File: config.mk
export PLATFORM = sky130hd
export DESIGN_NAME = game_status_tracker
export DESIGN_NICKNAME = d
export VERILOG_FILES = /design/src/rtl/game_status_pkg.sv /design/src/rtl/event_sync_edge.sv /design/src/rtl/game_status_tracker.sv
export SDC_FILE = /design/constraint.sdc
export NUM_CORES = 1
export LEC_CHECK = 0
export BUFFER_PORTS_ARGS = -buffer_cell sky130_fd_sc_hd__buf_2
export CORE_MARGIN = 10
export CORE_UTILIZATION = 25
export DETAILED_ROUTE_END_ITERATION = 10
export PLACE_DENSITY_LB_ADDON = 0.08
export SLEW_MARGIN = 20
export SYNTH_ARGS = -nofsm -noshare
export SYNTH_HDL_FRONTEND = slang
export SYNTH_HIERARCHICAL = 1
export SYNTH_SLANG_ARGS = --single-unit
File: constraint.sdc
create_clock -name clk -period 3.16 [get_ports clk]
set_input_delay 0.632 -clock clk [delete_from_list [all_inputs] [get_ports clk]]
set_output_delay 0.632 -clock clk [all_outputs]
set_load 0.05 [all_outputs]
File: src/rtl/game_status_pkg.sv
// ---------------------------------------------------------------------------
// game_status_pkg
// Shared types and constants for the asteroid game status tracker:
//   state_t      - game sequencing states
//   bcd_digit_t  - one BCD score digit
//   MASK_LEN     - cycles after RESTART during which input events are masked
//   bcd_digit_inc- single-digit BCD increment (9 wraps to 0)
// ---------------------------------------------------------------------------
package game_status_pkg;

  typedef enum logic [2:0] {
    IDLE      = 3'd0,
    RESTART   = 3'd1,
    PLAY      = 3'd2,
    HIT       = 3'd3,
    GAME_OVER = 3'd4
  } state_t;

  typedef logic [3:0] bcd_digit_t;

  localparam int unsigned MASK_LEN = 3;

  function automatic bcd_digit_t bcd_digit_inc(input bcd_digit_t d);
    return (d == 4'd9) ? 4'd0 : d + 4'd1;
  endfunction

endpackage

File: src/rtl/event_sync_edge.sv
// ---------------------------------------------------------------------------
// event_sync_edge
// Two-flop synchronizer followed by a rising-edge detector for one
// asynchronous level input.
// Ports:
//   clk_i    - system clock
//   reset_i  - synchronous active-high reset
//   async_i  - asynchronous level input
//   mask_i   - suppresses edges; while high the previous-value flop is held
//              at 1 so a level that stays high across the mask never counts
//   edge_o   - one-cycle pulse per rising edge of the synchronized level
// ---------------------------------------------------------------------------
module event_sync_edge (
  input  logic clk_i,
  input  logic reset_i,
  input  logic async_i,
  input  logic mask_i,
  output logic edge_o
);

  logic sync1_q;
  logic sync2_q;
  logic prev_q;

  always_ff @(posedge clk_i) begin
    if (reset_i) begin
      sync1_q <= 1'b0;
      sync2_q <= 1'b0;
      prev_q  <= 1'b0;
    end else begin
      sync1_q <= async_i;
      sync2_q <= sync1_q;
      prev_q  <= mask_i ? 1'b1 : sync2_q;
    end
  end

  assign edge_o = sync2_q & ~prev_q & ~mask_i;

endmodule

File: src/rtl/game_status_tracker.sv
// ---------------------------------------------------------------------------
// game_status_tracker
// Game-level bookkeeping for the asteroid display: saturating BCD score,
// lives count and the IDLE/RESTART/PLAY/HIT/GAME_OVER sequence. It drives the
// active-low object enable and object reset consumed by every asteroid.
//
// Event interface: score_evt, health_evt and start_btn are asynchronous
// levels; each rising edge (after synchronization) is one event, however
// long the level stays high. There is no back-pressure.
//
// Ports:
//   clk, reset       - system clock, synchronous active-high reset
//   frame_tick       - one-cycle pulse per frame (synchronous)
//   start_btn        - start/restart request (async level)
//   score_evt        - OR of asteroid score toggles (async level)
//   health_evt       - OR of asteroid health toggles (async level)
//   enable           - active-low object run enable (1 = frozen)
//   obj_reset_n      - active-low object reset, one-cycle pulse in RESTART
//   score_bcd        - BCD score, digit 0 in the low nibble
//   lives            - remaining lives
//   flash            - ship blink during post-hit invulnerability
//   game_over        - high in GAME_OVER
//   high_score_bcd   - best score, only with GAME_STATUS_HIGH_SCORE_EN
//   state_o          - current FSM state (debug)
//
// Build option: define GAME_STATUS_HIGH_SCORE_EN to add the high-score
// register and port.
// ---------------------------------------------------------------------------
module game_status_tracker
  import game_status_pkg::*;
#(
  parameter int unsigned SCORE_DIGITS = 4,
  parameter int unsigned LIVES        = 3,
  parameter int unsigned FLASH_FRAMES = 60,
  parameter int unsigned FLASH_PERIOD = 8
) (
  input  logic                      clk,
  input  logic                      reset,
  input  logic                      frame_tick,
  input  logic                      start_btn,
  input  logic                      score_evt,
  input  logic                      health_evt,
  output logic                      enable,
  output logic                      obj_reset_n,
  output logic [4*SCORE_DIGITS-1:0] score_bcd,
  output logic [3:0]                lives,
  output logic                      flash,
  output logic                      game_over,
`ifdef GAME_STATUS_HIGH_SCORE_EN
  output logic [4*SCORE_DIGITS-1:0] high_score_bcd,
`endif
  output state_t                    state_o
);

  localparam int unsigned SW  = 4 * SCORE_DIGITS;
  localparam int unsigned FCW = $clog2(FLASH_FRAMES + 1);
  localparam int unsigned PCW = $clog2(FLASH_PERIOD + 1);
  localparam int unsigned MCW = $clog2(MASK_LEN + 1);

  localparam logic [3:0]     LIVES_INIT  = 4'(LIVES);
  localparam logic [FCW-1:0] FRAME_LAST  = FCW'(FLASH_FRAMES - 1);
  localparam logic [PCW-1:0] PERIOD_LAST = PCW'(FLASH_PERIOD - 1);
  localparam logic [MCW-1:0] MASK_INIT   = MCW'(MASK_LEN);

  state_t         state_q;
  logic           enable_q;
  logic           obj_reset_n_q;
  logic [SW-1:0]  score_q;
  logic [3:0]     lives_q;
  logic           flash_q;
  logic           game_over_q;
  logic [FCW-1:0] frame_cnt_q;
  logic [PCW-1:0] period_cnt_q;
  logic [MCW-1:0] mask_cnt_q;

  logic           mask;
  logic           start_edge;
  logic           score_edge;
  logic           health_edge;
  logic [SW-1:0]  score_inc;
  logic [SW-1:0]  score_d;
  logic           carry;

  // Masked during RESTART and the MASK_LEN cycles that follow it.
  assign mask = (state_q == RESTART) || (mask_cnt_q != '0);

  event_sync_edge u_sync_start  (.clk_i(clk), .reset_i(reset), .async_i(start_btn),
                                 .mask_i(mask), .edge_o(start_edge));
  event_sync_edge u_sync_score  (.clk_i(clk), .reset_i(reset), .async_i(score_evt),
                                 .mask_i(mask), .edge_o(score_edge));
  event_sync_edge u_sync_health (.clk_i(clk), .reset_i(reset), .async_i(health_evt),
                                 .mask_i(mask), .edge_o(health_edge));

  // Ripple BCD increment; a carry out of the top digit means every digit
  // was 9, so the score saturates instead of wrapping.
  always_comb begin
    score_inc = score_q;
    carry     = 1'b1;
    for (int i = 0; i < SCORE_DIGITS; i++) begin
      if (carry) begin
        score_inc[4*i +: 4] = bcd_digit_inc(score_q[4*i +: 4]);
        carry               = (score_q[4*i +: 4] == 4'd9);
      end
    end
    if (carry) score_inc = score_q;
  end

  // Score events only count while objects are running.
  assign score_d = (score_edge && (state_q == PLAY || state_q == HIT)) ? score_inc : score_q;

  always_ff @(posedge clk) begin
    if (reset) begin
      state_q       <= IDLE;
      enable_q      <= 1'b1;
      obj_reset_n_q <= 1'b1;
      score_q       <= '0;
      lives_q       <= LIVES_INIT;
      flash_q       <= 1'b0;
      game_over_q   <= 1'b0;
      frame_cnt_q   <= '0;
      period_cnt_q  <= '0;
      mask_cnt_q    <= '0;
    end else begin
      obj_reset_n_q <= 1'b1;
      if (state_q == RESTART)   mask_cnt_q <= MASK_INIT;
      else if (mask_cnt_q != '0) mask_cnt_q <= mask_cnt_q - MCW'(1);

      case (state_q)
        IDLE, GAME_OVER: begin
          if (start_edge) begin
            state_q       <= RESTART;
            obj_reset_n_q <= 1'b0;
            score_q       <= '0;
            lives_q       <= LIVES_INIT;
            flash_q       <= 1'b0;
            game_over_q   <= 1'b0;
          end
        end
        RESTART: begin
          state_q  <= PLAY;
          enable_q <= 1'b0;
        end
        PLAY: begin
          score_q <= score_d;
          if (health_edge) begin
            // Counters clear on HIT entry, so a tick in this cycle is not counted.
            frame_cnt_q  <= '0;
            period_cnt_q <= '0;
            flash_q      <= 1'b0;
            if (lives_q > 4'd1) begin
              lives_q <= lives_q - 4'd1;
              state_q <= HIT;
            end else begin
              lives_q     <= 4'd0;
              state_q     <= GAME_OVER;
              enable_q    <= 1'b1;
              game_over_q <= 1'b1;
            end
          end
        end
        HIT: begin
          score_q <= score_d;
          if (frame_tick) begin
            if (frame_cnt_q == FRAME_LAST) begin
              state_q <= PLAY;
              flash_q <= 1'b0;
            end else begin
              frame_cnt_q <= frame_cnt_q + FCW'(1);
              if (period_cnt_q == PERIOD_LAST) begin
                period_cnt_q <= '0;
                flash_q      <= ~flash_q;
              end else begin
                period_cnt_q <= period_cnt_q + PCW'(1);
              end
            end
          end
        end
        default: state_q <= IDLE;
      endcase
    end
  end

`ifdef GAME_STATUS_HIGH_SCORE_EN
  logic [SW-1:0] high_q;
  logic          go_entry;

  assign go_entry = (state_q == PLAY) && health_edge && (lives_q <= 4'd1);

  // Packed BCD with digits <= 9 orders the same as a plain unsigned compare.
  always_ff @(posedge clk) begin
    if (reset) begin
      high_q <= '0;
    end else if (go_entry && (score_d > high_q)) begin
      high_q <= score_d;
    end
  end

  assign high_score_bcd = high_q;
`endif

  assign enable      = enable_q;
  assign obj_reset_n = obj_reset_n_q;
  assign score_bcd   = score_q;
  assign lives       = lives_q;
  assign flash       = flash_q;
  assign game_over   = game_over_q;
  assign state_o     = state_q;

endmodule

# After elaboration in Yosys (flattened, before gate mapping)
# Cells that the tools add are included.
# word_totals
regBits	48
latchBits	0
ram_bits	0
romBits	0
input_bits	6
out_inout_bits	27
wordCells	138
n_memories	0
# classes
add_sub_neg	8
mul	0
div	0
n_lt_le_gt_ge	1
n_eq_ne	22
shifts	0
muxes	49
n_bitwise	12
n_reduce_logical	24
# ops
cell	count
$mux W4	14
$mux W16	3
$pmux W16 S2	1
$add A4 B1 Y4 const B	5
$reduce_and A5 Y1	4
$mux W6	3
$eq A4 B4 Y1 const B	4
$pmux W4 S2	2
$reduce_and A4 Y1	4
$mux W3	5
$mux W1	14
$ne A2 B2 Y1 const B	6
$pmux W3 S4	1
$pmux W6 S2	1
$reduce_bool A2 Y1	6
$ne A2 B1 Y1 const B	5
$add A6 B1 Y6 const B	1
$and A1 B1 Y1	6
$eq A3 B2 Y1 const B	2
$eq A6 B6 Y1 const B	1
$not A1 Y1	6
$reduce_and A3 Y1	2
$reduce_or A2 Y1	3
$eq A4 B3 Y1 const B	1
other kinds (13)	16

# Logic depth before layout (Yosys ltp)
# depth
ltp_word	7
depth_mapped	10
depth_no_buf	9

# By module
# The synthesis kept the hierarchy.
# by_module_without_submodules
module	n_inst	cells_each	area_each_um2	seq_area_each_um2
game_status_tracker	1	260	2242.2	780.7
event_sync_edge	3	7	95.1	60.1

# Worst setup path after synthesis
# Ideal clock, no wire load.
# synth_timing
kind	flip-flop to flip-flop
start	reg state_q[1], in the netlist state_o[1]
end	reg score_q[7], in the netlist score_bcd[7]
setup_ns	0.114
arrival_time_ns	2.552
path_slack_ns	0.494
stages_incl_launch_ff	11
path_buffers	1
synth_period_minus_slack_ns	2.666
cell_sequence	dfxtp_1 > buf_6 > inv_1 > nand3_1 > nand2_1 > nor3b_2 > or3_1 > o21ai_1 > o41ai_2 > nand2_1 > a21o_1
# synth_rtl
element	line	text
start: declaration	game_status_tracker.sv:65	state_t state_q;
start signal: assignment	game_status_tracker.sv:113	state_q <= IDLE;
start signal: assignment	game_status_tracker.sv:131	state_q <= RESTART;
start signal: assignment	game_status_tracker.sv:140	state_q <= PLAY;
$eq A3 B1 Y1	game_status_tracker.sv:85	assign mask = (state_q == RESTART) || (mask_cnt_q != '0);
$logic_or A1 B1 Y1	game_status_tracker.sv:85	
via mask	game_status_tracker.sv:76	logic mask;
$not A1 Y1	event_sync_edge.sv:37	assign edge_o = sync2_q & ~prev_q & ~mask_i;
$and A1 B1 Y1	event_sync_edge.sv:37	
via start_edge	game_status_tracker.sv:77	logic start_edge;
$ne A2 B2 Y1 (no source line)	n/a	
$reduce_and A5 Y1 (no source line)	n/a	
end signal: assignment	game_status_tracker.sv:144	score_q <= score_d;
end signal: assignment	game_status_tracker.sv:162	score_q <= score_d;
end: declaration	game_status_tracker.sv:68	logic [SW-1:0] score_q;
# The timed path passes the listed nets, and every way through them passes these cells.
# A chain may end at the register's enable or synchronous reset.

# Worst setup path after layout
# layout_timing
start	reg state_q[2], in the netlist state_o[2]
end	reg score_q[7], in the netlist score_bcd[7]
# The elaborated chain is that of the path after synthesis.

==> summary.txt <==
Timing
  • Fin crit share: 0.8736
  • Worst Max-Slew Pin Slew: 0.7188 ns
  • Setup TNS: 0 ns
  • Final Max Tran Viols: 0
  • Skew final: 0.007200 ns
  • Unrepaired setup endpoints after global routing: false
  • Tmin final: ~2.8 ns
  • Fmax: around 360 MHz
  • Hold Slack: between 0.4 and 0.5 ns
  • Relative slew margins: 0.5171
  • Count of final setup violators: 0
  • Final hold viol count: 0

Clocking
  • H-tree depth: 2
  • Clock Sinks: 48
  • Cts bufs inserted: 5
  • Resized cells post-CTS: 0
  • Post-CTS setup buffers: 0
  • TritonCTS clock tree: done
  • Clock Latency Late Sink: 0.30 ns
  • Clk buf depth: 2
  • Reg clk slew, reported paths: 0.10 ns
  • # hold bufs at CTS: 0
  • Root Driver: clkbuf_8

Setup path
  • Crit-path cells: inv_1, nand3_1, nand2_1, nor3b_2, or3_1, o21ai_1, o41ai_2, nand2_1, a21o_1
  • Setup CP Type: reg -> reg
  • CP bufs+invs: 1
  • Top cell by count, worst path: nand2_1
  • CP max FO: 6
  • CP Capture Type: flop
  • Delay-heaviest family, CP: simple AND/OR/NAND/NOR gates
  • CP max stage delay: slightly below 0.7 ns
  • CP Launch Type: flop
  • Crit path DAT: ~3.0 ns
  • Critical path data required time: roughly 3.4 ns
  • CP max-delay cell: o41ai_2

Cells and area
  • Layout filler cell count: around 1.1k
  • Ant. Diodes: 0
  • Area growth syn-to-layout: 16.53%
  • Post-layout util: 0.2999
  • Layout cells sized above 1: 0.1938
  • Post-layout net count: between 300 and 400
  • Final cell area excluding filler cells: approximately 3000 µm²

Flow run
  • Max-cap violations: 0

Place
  • RePlAce Congestion: 0.7761
  • IO Port Bufs: 32
  • Detailed Place HPWL: ~4900 µm
  • Post-DP Area: roughly 2900 µm²

Power and ir drop
  • P_leak: around 1.2 nW
  • Reg power frac: 0.401
  • Int Pwr: about 1.0 mW
  • Sw Ratio: 0.3993
  • Net Sw Power: between 0.6 and 0.7 mW
  • Tot Pwr: 1.721 mW
  • Max VDD drop: 209.2 µV
  • Power Density: around 580 nW/µm²
  • Gate power share: 0.371
  • Clk network pwr share: 0.228

Die
  • DIE WIDTH: 120.5 µm
  • IO Count: 33
  • Row cnt: 36
  • Die height: ~120 µm
  • Core area: 9819 µm²
  • Starting Density: 0.2574
  • Die area: between 10000 and 15000 µm²

Synthesis
  • Post-synth EDFFs: 0
  • Syn_nets: 300
  • Synthesized area per cell: around 9.0 µm²
  • Largest family of logic cells by synthesized area: simple AND/OR/NAND/NOR gates
  • Yosys warnings: 6
  • Post-Synth Simple-Gate Area: 0.2767
  • Post-synthesis sequential area ratio: 0.3802
  • Mux cell area share after synthesis: 0.02030
  • Xor/xnor share of the synthesized area: 0.02772
  • #FFs+latches synth: 48
  • Main synth FF type: dfxtp_1
  • Compound-gate portion of the synthesized area: 0.1916
  • Post-synthesis instance total: around 280
  • Post-synthesis async set-or-reset flop share: 0
  • Synth cell types: roughly 60
  • Synth Area in Adders: 0.06436
  • Cell area after synthesis: around 2500 µm²

Detailed routing
  • Vias per cell: approximately 4.7
  • DRT iter0 DRCs: between 80 and 90
  • DRC: 0
  • DR WL/cell: approximately 14 µm
  • Vias: 2143
  • Final ANT Viol Nets: 0
  • WL final: between 6000 and 7000 µm
  • Drt first pass iters: 4

Global routing
  • Largest net degree at the start of global routing: 22
  • Vias in the first global route: between 2k and 2.5k
  • First-pass GRT wire length: 10930 µm
  • Congestion Overflow GR: 0
  • Initial antenna violation count: 0
  • Global Route Usage Sum: 0.09079

Worst hold path
  • Hold Path Class: reg -> reg

Run status
  • Status: complete, no violations
-- through the flow --
stage               setup WS, ns  instances
global route              0.1836        453
finish                    0.3995        453
global placement          0.5174        445
floorplan                 0.4938        281
detailed placement        0.4345        445
CTS                       0.4122        453
-- final timing paths --
path                                    startpoint                          endpoint  slack, ns  depth (start not counted)
setup / recovery           state_o[2]$_SDFFE_PP0P_         score_bcd[7]$_SDFFE_PP0P_       0.40                          9
hold / removal    u_sync_health/sync1_q$_SDFF_PP0_  u_sync_health/sync2_q$_SDFF_PP0_       0.44                          1
setup reg to reg           state_o[2]$_SDFFE_PP0P_         score_bcd[7]$_SDFFE_PP0P_       0.40                          9
hold reg to reg   u_sync_health/sync1_q$_SDFF_PP0_  u_sync_health/sync2_q$_SDFF_PP0_       0.44                          1
-- registers in the layout, summed over array words and instances, names as in the netlist, 2 cells and up --
| signal | flops |
|---|---|
| frame_cnt_q | 6 |
| lives | 4 |
| mask_cnt_q | 2 |
| period_cnt_q | 4 |
| score_bcd | 16 |
| state_o | 3 |
-- synth_stat cells, drive strengths merged (3+ instances only) --
cell type / n / share of area
dfxtp: 48 / 0.38
nor2: 26 / 0.042
or4: 4 / 0.012
o21ba: 3 / 0.012
nand4: 3 / 0.0074
or3: 4 / 0.0099
nand2b: 6 / 0.018
nand3b: 6 / 0.033
inv: 14 / 0.021
o21ai: 14 / 0.028
nor3b: 3 / 0.015
clkbuf: 4 / 0.0099
ha: 13 / 0.064
nor2b: 9 / 0.025
xnor2: 4 / 0.014
and3: 3 / 0.0074
a21oi: 19 / 0.039
nand2: 19 / 0.028
nor3: 12 / 0.024
buf: 3 / 0.0084
mux2i: 4 / 0.016
xor2: 4 / 0.014
nand3: 11 / 0.022
o31ai: 4 / 0.012
-- layout make-up --
cell class,instances,area [µm²],area share
clock buffers,6,82.58,0.02804
well taps,133,166.4,0.05650
repair buffers,38,205.2,0.06967
flip-flops and latches,48,960.9,0.3263
multi-input cells,212,1468,0.4983
clock inverters,2,10.01,0.003398
inverters,14,52.55,0.01784
-- layer usage --
metal,vias up,global-route usage,part of all wire
met4,0,0.03318,0.012
met2,28,0.1368,0.44
met3,4,0.02420,0.037
li1,1106,-,-
met1,1005,0.1213,0.51
met5,-,0,0
-- worst reg2reg max path, stage by stage, from the launching register on --
cell and delay [ns]:
dfxtp_1 0.45, inv_1 0.10, nand3_1 0.16, nand2_1 0.19, nor3b_2 0.40, or3_1 0.23
o21ai_1 0.15, o41ai_2 0.70, nand2_1 0.11, a21o_1 0.20
-- power by group through the flow --
| stage | logic, mW | registers (mW) | clock network (mW) |
|---|---|---|---|
| 2_1_floorplan | 0.403 | 0.781 | 0 |
| 3_3_place_gp | 0.641 | 0.706 | 0 |
| 3_5_place_dp | 0.643 | 0.706 | 0 |
| 6_report | 0.638 | 0.690 | 0.392 |
| 5_1_grt | 0.707 | 0.699 | 0.443 |
| 4_1_cts | 0.644 | 0.692 | 0.417 |
-- logic make-up (layout without fill, tap and decap cells) --
group	Yosys count	count (layout)
compound gates	69	69
fa+ha+maj	13	13
xor+xnor	8	8
buf+inv	21	60
simple gates	117	117
mux	5	5
flops	48	48
-- cells in the final DEF, fill, tap and decap left out, types with 4 or more instances in the layout --
cell,netlist,routed
o21ai_0,11,11
inv_1,14,14
or3_1,4,4
nor2_1,25,25
buf_2,2,32
mux2i_1,4,4
or4_1,4,4
a21oi_1,18,18
xor2_1,4,4
ha_1,13,13
xnor2_1,4,4
nor2b_1,8,8
dfxtp_1,48,48
nand2_1,19,19
nand3_1,11,11
nand2b_1,5,5
o31ai_1,4,4
buf_4,0,6
nor3_1,12,12
clkbuf_8,1,6
(Power assumes the default switching activity.)
